## src/rtl/dram_wb_arbiter.sv

```systemverilog
// Round-robin arbiter sharing the DRAM wrapper's single Wishbone-style port
// between NUM_MASTERS requesters. It grants one whole transaction at a time,
// registers the granted request towards the wrapper and routes ack/read data
// back to the owner. All traffic is held off until calibration is done. A
// missing ack is recovered with a timeout error pulse.
module dram_wb_arbiter #(
  parameter int unsigned NUM_MASTERS    = 2,
  parameter int unsigned WORD_SIZE      = 256,
  parameter int unsigned ADDR_WIDTH     = 32,
  parameter int unsigned TIMEOUT_CYCLES = 4096
) (
  input  logic                              clk,
  input  logic                              rst_n,
  input  logic                              initialized_i,
  input  logic [NUM_MASTERS-1:0]            m_cyc_i,
  input  logic [NUM_MASTERS-1:0]            m_stb_i,
  input  logic [NUM_MASTERS-1:0]            m_we_i,
  input  logic [NUM_MASTERS*ADDR_WIDTH-1:0] m_addr_i,
  input  logic [NUM_MASTERS*WORD_SIZE-1:0]  m_data_i,
  output logic [WORD_SIZE-1:0]              m_data_o,
  output logic [NUM_MASTERS-1:0]            m_ack_o,
  output logic [NUM_MASTERS-1:0]            m_err_o,
  output logic                              s_cyc_o,
  output logic                              s_stb_o,
  output logic                              s_we_o,
  output logic [ADDR_WIDTH-1:0]             s_addr_o,
  output logic [WORD_SIZE-1:0]              s_data_o,
  input  logic [WORD_SIZE-1:0]              s_data_i,
  input  logic                              s_ack_i,
  output logic [NUM_MASTERS-1:0]            grant_o,
  output logic                              busy_o
);

  localparam int unsigned IdxW = (NUM_MASTERS > 1) ? $clog2(NUM_MASTERS) : 1;
  localparam int unsigned CntW = $clog2(TIMEOUT_CYCLES);

  typedef enum logic [1:0] {
    StIdle,
    StBusy,
    StDone
  } state_e;

  state_e                  state_q, state_d;
  logic [IdxW-1:0]         ptr_q, ptr_d;
  logic [IdxW-1:0]         owner_q, owner_d;
  logic [CntW-1:0]         cnt_q, cnt_d;
  logic [NUM_MASTERS-1:0]  grant_q, grant_d;
  logic                    s_req_q, s_req_d;
  logic                    s_we_q, s_we_d;
  logic [ADDR_WIDTH-1:0]   s_addr_q, s_addr_d;
  logic [WORD_SIZE-1:0]    s_data_q, s_data_d;
  logic [WORD_SIZE-1:0]    m_data_q, m_data_d;
  logic [NUM_MASTERS-1:0]  m_ack_q, m_ack_d;
  logic [NUM_MASTERS-1:0]  m_err_q, m_err_d;

  logic [NUM_MASTERS-1:0]  req;
  logic                    pick_valid;
  logic [IdxW-1:0]         pick_idx;
  logic [IdxW-1:0]         next_ptr;
  logic                    timeout_hit;
  int unsigned             cand;

  // Round-robin pick: first requesting index at or after the pointer, wrapping.
  always_comb begin
    req        = m_cyc_i & m_stb_i;
    pick_valid = 1'b0;
    pick_idx   = '0;
    cand       = 0;
    for (int unsigned k = 0; k < NUM_MASTERS; k++) begin
      cand = (32'(ptr_q) + k) % NUM_MASTERS;
      if (!pick_valid && req[cand]) begin
        pick_valid = 1'b1;
        pick_idx   = IdxW'(cand);
      end
    end
  end

  // Pointer moves to the slot just after the finishing owner; timeout detect.
  always_comb begin
    next_ptr    = (owner_q == IdxW'(NUM_MASTERS - 1)) ? '0 : owner_q + IdxW'(1);
    timeout_hit = (cnt_q == CntW'(TIMEOUT_CYCLES - 1));
  end

  // Next-state and registered-output logic for the IDLE/BUSY/DONE sequence.
  always_comb begin
    state_d  = state_q;
    ptr_d    = ptr_q;
    owner_d  = owner_q;
    cnt_d    = cnt_q;
    grant_d  = grant_q;
    s_req_d  = s_req_q;
    s_we_d   = s_we_q;
    s_addr_d = s_addr_q;
    s_data_d = s_data_q;
    m_data_d = m_data_q;
    m_ack_d  = '0;
    m_err_d  = '0;

    unique case (state_q)
      StIdle: begin
        if (initialized_i && pick_valid) begin
          state_d  = StBusy;
          owner_d  = pick_idx;
          grant_d  = NUM_MASTERS'(1) << pick_idx;
          s_req_d  = 1'b1;
          s_we_d   = m_we_i[pick_idx];
          s_addr_d = m_addr_i[pick_idx*ADDR_WIDTH +: ADDR_WIDTH];
          s_data_d = m_data_i[pick_idx*WORD_SIZE +: WORD_SIZE];
          cnt_d    = '0;
        end
      end
      StBusy: begin
        cnt_d = cnt_q + CntW'(1);
        // Ack takes priority over a coincident timeout.
        if (s_ack_i) begin
          // An owner that already dropped cyc gets no ack; the DRAM side
          // still completes normally.
          m_ack_d[owner_q] = m_cyc_i[owner_q];
          m_data_d         = s_data_i;
          s_req_d          = 1'b0;
          ptr_d            = next_ptr;
          state_d          = StDone;
        end else if (timeout_hit) begin
          m_err_d[owner_q] = 1'b1;
          s_req_d          = 1'b0;
          ptr_d            = next_ptr;
          state_d          = StDone;
        end
      end
      StDone: begin
        // One guard cycle so the owner's stale stb is never re-granted.
        grant_d = '0;
        state_d = StIdle;
      end
      default: begin
        state_d = StIdle;
        grant_d = '0;
        s_req_d = 1'b0;
      end
    endcase
  end

  // State and output registers with synchronous active-low reset.
  always_ff @(posedge clk) begin
    if (!rst_n) begin
      state_q  <= StIdle;
      ptr_q    <= '0;
      owner_q  <= '0;
      cnt_q    <= '0;
      grant_q  <= '0;
      s_req_q  <= 1'b0;
      s_we_q   <= 1'b0;
      s_addr_q <= '0;
      s_data_q <= '0;
      m_data_q <= '0;
      m_ack_q  <= '0;
      m_err_q  <= '0;
    end else begin
      state_q  <= state_d;
      ptr_q    <= ptr_d;
      owner_q  <= owner_d;
      cnt_q    <= cnt_d;
      grant_q  <= grant_d;
      s_req_q  <= s_req_d;
      s_we_q   <= s_we_d;
      s_addr_q <= s_addr_d;
      s_data_q <= s_data_d;
      m_data_q <= m_data_d;
      m_ack_q  <= m_ack_d;
      m_err_q  <= m_err_d;
    end
  end

  // Output drive; cyc and stb are the same registered request.
  always_comb begin
    m_data_o = m_data_q;
    m_ack_o  = m_ack_q;
    m_err_o  = m_err_q;
    s_cyc_o  = s_req_q;
    s_stb_o  = s_req_q;
    s_we_o   = s_we_q;
    s_addr_o = s_addr_q;
    s_data_o = s_data_q;
    grant_o  = grant_q;
    busy_o   = (state_q != StIdle);
  end

endmodule

```

## config.mk

```make
export PLATFORM = sky130hd
export DESIGN_NAME = dram_wb_arbiter
export DESIGN_NICKNAME = d
export VERILOG_FILES = /design/src/rtl/dram_wb_arbiter.sv
export SDC_FILE = /design/constraint.sdc
export NUM_CORES = 1
export LEC_CHECK = 0
export ABC_AREA = 1
export CORE_AREA = 5 5 536 538
export DETAILED_ROUTE_END_ITERATION = 10
export DIE_AREA = 0 0 541 543
export PLACE_DENSITY = 0.31
export SKIP_LAST_GASP = 1
export SYNTH_ARGS = -nofsm -noshare
export SYNTH_HDL_FRONTEND = slang
export SYNTH_SLANG_ARGS = --single-unit
```

## constraint.sdc

```tcl
create_clock -name clk -period 1.4 [get_ports clk]
set_input_delay 0.28 -clock clk [delete_from_list [all_inputs] [get_ports clk]]
set_output_delay 0.28 -clock clk [all_outputs]
set_load 0.02 [all_outputs]
```

==> results of run 1 <==
[flip-flops by register name (all words and copies together), names as in the netlist]
register and cells:
cnt_q 12, grant_o 2, m_ack_o 2, m_data_o 256, m_err_o 2, owner_q 1
ptr_q 1, s_addr_o 32, s_cyc_o 1, s_data_o 256, s_we_o 1, state_q 2
[per-layer routing]
layer	share of wire	global-route usage	vias up
met5	0.0023	0	-
met4	0.016	0.0231	84
met3	0.11	0.0708	294
met2	0.44	0.228	1356
met1	0.43	0.185	15100
li1	-	-	14800
[worst paths after layout]
path / end / start / cells past startpoint / slack, ns
min reg2reg: s_data_o[105]$_SDFFE_PN0P_ / s_data_o[105]$_SDFFE_PN0P_ / 2 / 0.46
max reg2reg: s_data_o[121]$_SDFFE_PN0P_ / state_q[1]$_SDFFE_PN0P_ / 11 / -0.34
max: s_data_o[121]$_SDFFE_PN0P_ / state_q[1]$_SDFFE_PN0P_ / 11 / -0.34
min: m_data_o[245]$_SDFFE_PN0P_ / s_data_i[245] / 3 / 0.09
[critical path, stage by stage (launching register included)]
cell	delay (ns)
sky130_fd_sc_hd__dfxtp_2	0.32
sky130_fd_sc_hd__inv_2	0.07
sky130_fd_sc_hd__nand2_4	0.06
sky130_fd_sc_hd__buf_4	0.12
sky130_fd_sc_hd__nand3b_4	0.22
sky130_fd_sc_hd__clkinv_8	0.12
sky130_fd_sc_hd__buf_12	0.14
sky130_fd_sc_hd__buf_12	0.12
sky130_fd_sc_hd__clkbuf_16	0.16
sky130_fd_sc_hd__buf_6	0.13
sky130_fd_sc_hd__nand2_1	0.06
sky130_fd_sc_hd__a21oi_1	0.12
[final cells by class]
type | instances | area (um^2)
clock inverters | 29 | 289
flip-flops and latches | 568 | 12300
repair buffers | 1963 | 24100
inverters | 17 | 118
multi-input cells | 2613 | 12600
fillers | 31400 | 225000
clock buffers | 124 | 2560
well taps | 3743 | 4680
repair inverters | 1 | 30.0
diodes | 19 | 47.5
[through the flow]
step                      cell area, um^2  setup TNS (ns)  instances
final                               56800         -161.87       9077
after global routing                56700         -262.00       9069
after CTS                           52200         -220.85       8937
after detailed placement            46000         -490.40       8596
after global placement              46000         -492.67       8596
after floorplan                     23700               0       3477
[kinds of logic (layout without fill, tap and decap cells)]
group	after synthesis	in the layout	synth area share
flip-flops	568	568	0.479
other	0	19	0
buffers and inverters	296	2134	0.0616
AO/OA/AOI/OAI	571	571	0.121
adder cells (fa/ha/maj)	1	1	0.000527
AND/OR/NAND/NOR	2041	2041	0.338
[timing repair]
action,CTS,global route
pin swaps,24,148
buffers inserted,47,65
endpoints found under the setup margin,1109,1114
hold buffers,131,0
gates cloned,11,60
resized for setup,2535,851
endpoints found under the hold margin,159,0
[power by group]
group | switching (W) | leakage, nW | internal (W)
Sequential | 0.000674 | 4.88 | 0.0168
Combinational | 0.00609 | 15.8 | 0.00672
Clock | 0.00914 | 1.41 | 0.0134
[cell usage after synthesis]
cell type and number:
sky130_fd_sc_hd__inv_1 14, sky130_fd_sc_hd__a211oi_1 1, sky130_fd_sc_hd__nand4_1 3, sky130_fd_sc_hd__nor3_1 5, sky130_fd_sc_hd__clkbuf_1 102, sky130_fd_sc_hd__a31oi_1 2
sky130_fd_sc_hd__o21a_1 1, sky130_fd_sc_hd__nor2_1 20, sky130_fd_sc_hd__o21bai_2 1, sky130_fd_sc_hd__nand2_1 1743, sky130_fd_sc_hd__dfxtp_1 568, sky130_fd_sc_hd__nand3b_4 1
sky130_fd_sc_hd__inv_2 3, sky130_fd_sc_hd__buf_6 11, sky130_fd_sc_hd__o21ai_0 8, sky130_fd_sc_hd__buf_4 26, sky130_fd_sc_hd__nand3_1 269, sky130_fd_sc_hd__buf_1 3
sky130_fd_sc_hd__buf_2 137, sky130_fd_sc_hd__ha_1 1, sky130_fd_sc_hd__a21oi_1 558
==> results summary, run 1 <==
The smallest setup slack after layout is -0.343 ns. The total number of vias came out at between 30k and 40k. The DRC marker count from the first detailed-route iteration came out at between 1.5k and 2k.

The data arrival at the endpoint of the critical path came out at between 2 and 2.5 ns. The final hold slack came out at ~0.087 ns. The clock-pin transition on the worst setup and hold timing paths is approximately 0.05 ns. In the layout the commonest cells are sky130_fd_sc_hd__nand2_1 (1490), sky130_fd_sc_hd__clkdlybuf4s50_1 (839), sky130_fd_sc_hd__a21oi_1 (455), sky130_fd_sc_hd__buf_6 (378), sky130_fd_sc_hd__dfxtp_2 (373).

Across the run, the number of max-cap violations was 0. At the end of the flow the core is filled with cells to 0.202. The worst endpoint required time is 2.08 ns. The clock latency reported for the late side of the worst-skew pair came out at roughly 0.8 ns. The residual DRC count came out at 0. The clock tree from TritonCTS is done. The region available for standard cell placement spans around 280000 um^2. The final weighted congestion in routability-driven placement is a little under 0.9. The total congestion overflow is 0. The worst setup path is launched from a flop.

The count of endpoints failing hold in the final timing report came to 0. The library cell used most frequently in the layout, excluding fill and tap cells, is sky130_fd_sc_hd__nand2_1. The mean instance size in the synthesized netlist is just under 7 um^2. The worst path in the final design needs a cycle of ~1.7 ns, including I/O delays and setup. The number of global-route vias before repair came to a little over 30k. The tree is rooted in a sky130_fd_sc_hd__clkbuf_16.

In the finished design, the share of the clock period the worst path needs comes to 1.25. The largest fanout of any net on the critical path came out at 7. The slew at the pin with the worst max-slew slack is 0.441 ns.

Power spread over the standard cell area amounts to between 900 and 1000 nW/um^2. The proportion of synthesized chip area in sequential cells came out at 0.479. The distinct cell type count after synthesis came out at 21. The layout overhead on the synthesized area came out at 139%.

The number of slew-limit violations in the final report is 0. The detail-routed net length per standard cell came out at 26.2 um. The number of storage elements in the synthesis netlist came out at roughly 570. The remaining number of nets flagged by the antenna check after routing is 0. The total power draw came out at 0.0528 W. The first-pass detailed-route iteration total came out at 6. In the post-synthesis netlist, the biggest area contributors are sky130_fd_sc_hd__dfxtp_1 (48%), sky130_fd_sc_hd__nand2_1 (28%), sky130_fd_sc_hd__a21oi_1 (12%), sky130_fd_sc_hd__nand3_1 (5.7%), sky130_fd_sc_hd__buf_2 (2.9%). The final setup skew came out at ~0.05 ns.

The via density per instance came out at roughly 3.5. Setup repair after global routing could not meet its margin everywhere. The fraction of post-synthesis cell area in the top cell type by area came out at 0.479. The count of nets after finishing is roughly 6.1k. The standard-cell row count is just under 200. STA classifies the critical path endpoint as a flop. The net count after synthesis is 4320. The vertical extent of the die came out at 543 um.

The worst setup path is of the reg2reg kind. The I/O pin count is about 1.4k. The number of synthesis warnings came out at 0. The largest total area in the synthesized netlist belongs to sky130_fd_sc_hd__dfxtp_1.

The initial core utilization is 0.0843. The final reports fail on setup timing. The wire length of the first global-routing pass is about 290000 um. The maximum vdd drop came out at between 0.0007 and 0.0008 V. The sink count of the clock tree is between 500 and 600.

Prior to clock tree synthesis, the placed netlist has a worst setup slack of -1.46 ns. The relative max-transition margin came out at 0.705. The leakage power figure came out at about 22 nW. The fraction of final layout cells sized beyond drive strength 1 came out at 0.375. The die outline area came out at approximately 300000 um^2. The synthesized instance count is roughly 3.5k. The number of antenna violations at the first check in global routing was 108.

The global routing usage summed across all routing layers came out at 0.146. The number of buffers inserted during clock tree synthesis came out at 87. The maximum root-to-sink buffer count came out at 4. The largest net degree at the start of global routing is 54.

In this run the cell area of the synthesized design comes to between 20000 and 25000 um^2. For this block, the routed nets add up to around 240000 um of wire. In this run the worst hold path is classified as in2reg. The number of port buffers is 1395. The H-tree depth reported by CTS is 3. The total of endpoints with negative setup slack in the final report is roughly 1.1k. The run finished, with violations left. The upper clock frequency limit is about 570 MHz. The die width is between 500 and 600 um. The HPWL after detailed placement is ~190000 um.
Note: power is estimated with default switching activity, not from simulation.
==> inputs of run 2 (changes only) <==
--- a/config.mk
+++ b/config.mk
@@ -6,10 +6,11 @@
 export NUM_CORES = 1
 export LEC_CHECK = 0
 export ABC_AREA = 1
-export CORE_AREA = 5 5 536 538
+export CORE_AREA = 2 2 549 551
 export DETAILED_ROUTE_END_ITERATION = 10
-export DIE_AREA = 0 0 541 543
-export PLACE_DENSITY = 0.31
+export DIE_AREA = 0 0 551 553
+export GPL_ROUTABILITY_DRIVEN = 0
+export PLACE_DENSITY = 0.36
 export SKIP_LAST_GASP = 1
 export SYNTH_ARGS = -nofsm -noshare
 export SYNTH_HDL_FRONTEND = slang
==> results summary, run 2 (same netlist as run 1, synthesis figures left out) <==
The remaining number of nets flagged by the antenna check after routing came out at 0 (unchanged). The end-of-flow core utilization is 0.183 (was 0.202). The worst endpoint required time is 1.12 ns (was 2.08 ns).

The buffering stage count on the worst path with inverters included came out at 3 (was 7). The standard-cell row count came out at 201 (was 195). The vertical extent of the die came out at 553 um (was 543 um). The count of endpoints failing hold in the final timing report came out at 0 (unchanged). The relative max-transition margin was 0.745 (was 0.705). The power density over the cells is 956 nW/um^2 (was 930 nW/um^2). The total of endpoints with negative setup slack in the final report is 1105 (was 1068). The data arrival at the endpoint of the critical path came out at 1.45 ns (was 2.42 ns). The upper clock frequency limit came out at 578 MHz (was 574 MHz). RSZ-0062 raised after global routing: yes (unchanged). Most frequent cells in the layout: sky130_fd_sc_hd__nand2_1 (1609), sky130_fd_sc_hd__clkdlybuf4s50_1 (839), sky130_fd_sc_hd__a21oi_1 (516), sky130_fd_sc_hd__buf_6 (336), sky130_fd_sc_hd__buf_12 (317) (was sky130_fd_sc_hd__nand2_1 (1490), sky130_fd_sc_hd__clkdlybuf4s50_1 (839), sky130_fd_sc_hd__a21oi_1 (455), sky130_fd_sc_hd__buf_6 (378), sky130_fd_sc_hd__dfxtp_2 (373)). The commonest non-fill, non-tap cell in the layout is sky130_fd_sc_hd__nand2_1 (unchanged). The cell at the root of the clock tree is sky130_fd_sc_hd__clkbuf_16 (unchanged). The capturing element type of the critical path was an output port (was flop). The max-capacitance violation count was 0 (unchanged). The leakage power figure is 21.1 nW (was 22.1 nW).

The residual DRC count came out at 0 (unchanged). The maximum vdd drop was 0.000745 V (was 0.000737 V). The via density per instance is 3.40 (was 3.48). The smallest setup slack after layout is -0.329 ns (was -0.343 ns). The area of the core is 299000 um^2 (was 282000 um^2).

The I/O pin count is 1396 (unchanged). The DRC marker count from the first detailed-route iteration came out at 1849 (was 1814). The sink count of the clock tree is 568 (unchanged). The number of buffers inserted during clock tree synthesis was 85 (was 87). The post-placement setup slack came out at -1.35 ns (was -1.46 ns).

The largest incremental delay on the critical path is 0.32 ns (about the same). Result of the run: finished, violations left (unchanged). The count of fill cells added during filler insertion came out at 33.4k (was 31.4k). Crit path cell chain: inv_2 -> nand2_2 -> buf_6 -> buf_6 (was inv_2 -> nand2_4 -> buf_4 -> nand3b_4 -> clkinv_8 -> buf_12 -> buf_12 -> clkbuf_16 -> buf_6 -> nand2_1 -> a21oi_1). The clock-pin transition on the worst setup and hold timing paths came out at 0.06 ns (was 0.05 ns). The total number of vias came out at 31.4k (was 31.6k). The library cell contributing the largest single delay on the critical path is sky130_fd_sc_hd__dfxtp_2 (unchanged).

The overall routed net length is 243000 um (was 238000 um). The class of the tightest hold or removal check is in2reg (unchanged). The clock tree from TritonCTS is done (unchanged). The initial core utilization came to 0.0795 (was 0.0843). The largest net degree at the start of global routing is 50 (was 54). The fraction of final layout cells sized beyond drive strength 1 came out at 0.308 (was 0.375).

The H-tree depth reported by CTS came out at 3 (unchanged). The cell family with the largest share of critical-path delay is flip-flops (was buffers and inverters). The cell area after layout came out at 54800 um^2 (was 56800 um^2). The count of nets after finishing was 5992 (was 6094).

The die outline area is 305000 um^2 (was 294000 um^2). The number of global-route vias before repair is 30.6k (was 31.2k). The kind of critical path is reg2out (was reg2reg).

The shortest clock period the worst path allows after layout is 1.73 ns (was 1.74 ns). The HPWL after detailed placement was 195000 um (was 188000 um). The largest fanout of any net on the critical path is 2 (was 7).

The global routing usage summed across all routing layers was 0.146 (about the same). The critical path launch point type is a flop (unchanged). The die width came to 551 um (was 541 um). The number of slew-limit violations in the final report came out at 0 (unchanged). The final setup skew is 0.0408 ns (was 0.0502 ns). The wire length of the first global-routing pass was 298000 um (was 294000 um). The layout overhead on the synthesized area was 131% (was 139%). The slew at the pin with the worst max-slew slack came to 0.381 ns (was 0.441 ns). The area after detailed placement is 46300 um^2 (was 46000 um^2). The number of port buffers is 1395 (unchanged).

The total congestion overflow came out at 0 (unchanged). Failing checks: setup timing (unchanged). The clock latency reported for the late side of the worst-skew pair is 0.77 ns (was 0.80 ns).

The number of antenna violations at the first check in global routing is 201 (was 108). The detail-routed net length per standard cell came out at 26.3 um (was 26.2 um). The cell seen most often among critical-path stages was sky130_fd_sc_hd__buf_6 (was sky130_fd_sc_hd__buf_12).

The final worst-path cycle share is 1.24 (was 1.25). The first-pass detailed-route iteration total was 7 (was 6). The maximum root-to-sink buffer count came out at 4 (unchanged).
## run 2: cell count changes in the layout (fill, tap and decap cells not counted), sizes merged, moves of 5 or more
cell	previous run	this run
buf	944	912
bufinv	4	9
clkbuf	171	151
clkinv	21	15
diode	19	68
dlygate4sd3	131	76
## run 2: what timing repair did
action / in CTS / in global routing
setup endpoints to repair: 1110 / 1117
hold buffers: 76 / 0
gates cloned: 22 / 38
buffers inserted: 62 / 49
endpoints found under the hold margin: 95 / 0
pin swaps: 5 / 76
gates resized for setup: 2359 / 323
## run 2: layout make-up
class	count	area [um^2]	area share
Timing Repair Buffer	1864	23100	0.421
Sequential cell	568	11900	0.217
Clock inverter	31	432	0.00788
Multi-Input combinational cell	2613	11700	0.214
Inverter	17	136	0.00249
Tap cell	3958	4950	0.0903
Clock buffer	117	2440	0.0445
Antenna cell	68	170	0.00310
## run 2: layer usage
layer  part of all wire  up-vias  routed length [um]  GRT usage
li1                   -    14600                   -          -
met1               0.41    14800               99400      0.174
met2               0.44     1532              106000      0.224
met3               0.13      353               31500     0.0827
met4              0.022      112                5340     0.0366
met5             0.0030        -                 736          0
## run 2: worst paths after layout
check | slack [ns] | cells after the start | start | to
setup / recovery | -0.33 | 4 | state_q[1]$_SDFFE_PN0P_ | busy_o
setup reg to reg | -0.31 | 10 | ptr_q$_SDFFE_PN0P_ | s_data_o[99]$_SDFFE_PN0P_
hold reg to reg | 0.46 | 2 | m_data_o[241]$_SDFFE_PN0P_ | m_data_o[241]$_SDFFE_PN0P_
hold / removal | 0.1 | 3 | s_data_i[20] | m_data_o[20]$_SDFFE_PN0P_
## run 2: power by group
group | leakage, nW | switching [W] | internal, W
logic | 14.9 | 0.00573 | 0.00630
clock network | 1.41 | 0.00906 | 0.0138
registers | 4.78 | 0.000657 | 0.0168
## run 2: metrics by stage
step | hold WS, ns | setup TNS [ns] | total power (W) | std cells
2_1_floorplan | 0.411 | 0 | 0.0208 | 3477
3_3_place_gp | 0.433 | -486.08 | 0.0281 | 8777
3_5_place_dp | 0.453 | -483.38 | 0.0281 | 8777
4_1_cts | 0.000673 | -246.87 | 0.0527 | 9084
5_1_grt | 0.0488 | -271.45 | 0.0547 | 9186
6_report | 0.0969 | -181.39 | 0.0524 | 9236
## run 2: worst reg2reg max path, stage by stage, from the launching register on
cell and delay [ns]:
sky130_fd_sc_hd__dfxtp_2 0.34, sky130_fd_sc_hd__o21bai_4 0.18, sky130_fd_sc_hd__buf_12 0.15, sky130_fd_sc_hd__clkinv_16 0.08, sky130_fd_sc_hd__buf_4 0.20, sky130_fd_sc_hd__clkbuf_16 0.21, sky130_fd_sc_hd__buf_4 0.14, sky130_fd_sc_hd__nand2_1 0.06
sky130_fd_sc_hd__nand2_1 0.08, sky130_fd_sc_hd__nand2_1 0.08, sky130_fd_sc_hd__a21oi_1 0.06
==> inputs of run 3 (changes only) <==
--- a/config.mk
+++ b/config.mk
@@ -11,6 +11,7 @@
 export DIE_AREA = 0 0 551 553
 export GPL_ROUTABILITY_DRIVEN = 0
 export PLACE_DENSITY = 0.36
+export RECOVER_POWER = 50
 export SKIP_LAST_GASP = 1
 export SYNTH_ARGS = -nofsm -noshare
 export SYNTH_HDL_FRONTEND = slang
==> results summary, run 3 (same netlist as run 1, synthesis figures left out) <==
Result of the run: finished, violations left (unchanged). Failing checks: setup timing (unchanged). The H-tree depth reported by CTS was 3 (unchanged). The combinational share of power is 0.230 (about the same).

The slack of the worst reg-to-reg path is -0.31 ns (about the same). The sink count of the clock tree came out at 568 (unchanged). The share of power burned in the clock network is 0.437 (about the same). The switching power summed over all nets came out at 0.0154 W (about the same).

The power density over the cells came out at 956 nW/um^2 (about the same). The area of the core came out at 299000 um^2 (unchanged). The count of endpoints failing hold in the final timing report is 0 (unchanged). The number of slew-limit violations in the final report is 0 (unchanged).

The total number of vias is 31.4k (about the same). The initial core utilization is 0.0795 (unchanged). The upper clock frequency limit is 578 MHz (about the same). The I/O pin count came out at 1396 (unchanged). The detail-routed net length per standard cell is 26.3 um (about the same). The count of placed standard cells including taps is 8777 (unchanged). The die width is 551 um (unchanged).

The total of endpoints with negative setup slack in the final report was 1109 (was 1105). The global routing usage summed across all routing layers came to 0.146 (unchanged). The total power draw was 0.0524 W (about the same). The cell at the root of the clock tree is sky130_fd_sc_hd__clkbuf_16 (unchanged). The switching part of the total is 0.295 (about the same). The depth of the most critical reg-to-reg path is 10 (unchanged). The HPWL after detailed placement came out at 195000 um (unchanged). The largest net degree at the start of global routing came out at 50 (unchanged). The end point of the most critical hold path is m_data_o[20]$_SDFFE_PN0P_ (unchanged). The fraction of final layout cells sized beyond drive strength 1 came out at 0.308 (unchanged). RSZ-0062 raised after global routing: yes (unchanged). The capturing element type of the critical path is an output port (unchanged). The maximum root-to-sink buffer count is 4 (unchanged). The vertical extent of the die came out at 553 um (unchanged). The clock tree from TritonCTS is done (unchanged). The worst endpoint required time was 1.12 ns (about the same). The DRC marker count from the first detailed-route iteration came to 1848 (was 1849). The end-of-flow core utilization is 0.183 (about the same). The clock latency reported for the late side of the worst-skew pair is 0.77 ns (about the same). The total congestion overflow came out at 0 (unchanged). The commonest non-fill, non-tap cell in the layout is sky130_fd_sc_hd__nand2_1 (unchanged). The die outline area came out at 305000 um^2 (unchanged).

The class of the tightest hold or removal check is in2reg (unchanged). The relative max-transition margin was 0.745 (unchanged). The number of global-route vias before repair came out at 30.6k (unchanged). The data arrival at the endpoint of the critical path is 1.45 ns (about the same). The wire length of the first global-routing pass came to 298000 um (unchanged).

The number of antenna violations at the first check in global routing came to 201 (unchanged). The internal cell power was 0.0369 W (about the same). The largest fanout of any net on the critical path is 2 (unchanged).

The fraction of power consumed by sequential logic was 0.334 (about the same). The via density per instance is 3.40 (about the same). The beginning of the worst hold path is s_data_i[20] (unchanged). The first-pass detailed-route iteration total is 7 (unchanged). The final worst-path cycle share came to 1.24 (about the same).

The slew at the pin with the worst max-slew slack is 0.381 ns (unchanged). The number of buffers inserted during clock tree synthesis is 85 (unchanged). The kind of critical path is reg2out (unchanged). The final non-filler cell total came out at 9236 (unchanged).

The capture instance of the worst register-to-register path is s_data_o[99]$_SDFFE_PN0P_ (unchanged). The maximum vdd drop came out at 0.000745 V (about the same). The critical path launch point type is a flop (unchanged). The number of port buffers is 1395 (unchanged). The final setup skew came out at 0.0409 ns (was 0.0408 ns). The count of nets after finishing was 5992 (unchanged). The standard-cell row count came out at 201 (unchanged). The worst hold path depth is 3 (unchanged). The overall routed net length is 243000 um (about the same). The max-capacitance violation count is 0 (unchanged). The critical register-to-register path startpoint is ptr_q$_SDFFE_PN0P_ (unchanged). The shortest clock period the worst path allows after layout is 1.73 ns (about the same).

The layout overhead on the synthesized area came out at 131% (about the same). The clock-pin transition on the worst setup and hold timing paths came out at 0.06 ns (about the same). The remaining number of nets flagged by the antenna check after routing is 0 (unchanged). The leakage power figure came to 21.1 nW (about the same). The smallest setup slack after layout was -0.329 ns (about the same). The residual DRC count came out at 0 (unchanged). Most frequent cells in the layout: sky130_fd_sc_hd__nand2_1 (1609), sky130_fd_sc_hd__clkdlybuf4s50_1 (839), sky130_fd_sc_hd__a21oi_1 (516), sky130_fd_sc_hd__buf_6 (336), sky130_fd_sc_hd__buf_12 (317) (unchanged).
==> run 3: worst max-delay path, stage by stage (launching register included) <==
cell and delay (ns):
sky130_fd_sc_hd__dfxtp_2 0.32, sky130_fd_sc_hd__inv_2 0.06, sky130_fd_sc_hd__nand2_2 0.06, sky130_fd_sc_hd__buf_6 0.11, sky130_fd_sc_hd__buf_6 0.12
==> run 3: area by class of cell <==
class | instances | area [um^2]
multi-input cells | 2613 | 11700
well taps | 3958 | 4950
flip-flops and latches | 568 | 11900
fillers | 33400 | 244000
clock buffers | 117 | 2440
diodes | 68 | 170
clock inverters | 31 | 432
repair buffers | 1864 | 23100
inverters | 17 | 136
==> run 3: worst max-delay path by stage <==
stage	startpoint	endpoint	slack, ns	cells past startpoint
6_report	state_q[1]$_SDFFE_PN0P_	busy_o	-0.33	4
2_1_floorplan	state_q[0]$_SDFFE_PN0P_	grant_o[1]$_SDFFE_PN0P_	0.04	8
4_1_cts	state_q[1]$_SDFFE_PN0P_	busy_o	-0.41	4
3_5_place_dp	m_stb_i[0]	s_data_o[5]$_SDFFE_PN0P_	-1.35	10
3_3_place_gp	m_stb_i[0]	s_data_o[220]$_SDFFE_PN0P_	-1.40	10
5_1_grt	state_q[1]$_SDFFE_PN0P_	busy_o	-0.41	4
==> run 3: metrics by stage <==
stage               worst slack [ns]  setup TNS, ns  hold WS (ns)  cell area (um^2)
detailed placement             -1.35        -483.38         0.453             46300
CTS                           -0.415        -246.87      0.000673             52200
global route                  -0.414        -271.99        0.0488             54700
finish                        -0.329        -181.55        0.0969             54800
floorplan                     0.0370              0         0.411             23700
global placement               -1.40        -486.08         0.433             46300
==> run 3: power by group through the flow <==
stage	Combinational (W)	Clock, W	Sequential, W
4_1_cts	0.0113	0.0239	0.0175
2_1_floorplan	0.00256	0	0.0182
3_3_place_gp	0.0104	0	0.0177
5_1_grt	0.0128	0.0243	0.0176
3_5_place_dp	0.0103	0	0.0177
6_report	0.0120	0.0229	0.0175
==> run 3: layer usage <==
metal | vias to the layer above | track usage | wire (um)
met2 | 1535 | 0.224 | 106000
met3 | 351 | 0.0827 | 31500
met1 | 14800 | 0.174 | 99400
met4 | 112 | 0.0366 | 5300
met5 | - | 0 | 736
li1 | 14600 | - | -
==> run 3: what timing repair did <==
item / in CTS / in global routing
hold buffers: 76 / 0
pin swaps: 5 / 76
buffers inserted: 62 / 49
resized for setup: 2359 / 323
hold endpoints to repair: 95 / 0
cloned: 22 / 38
setup endpoints to repair: 1110 / 1117
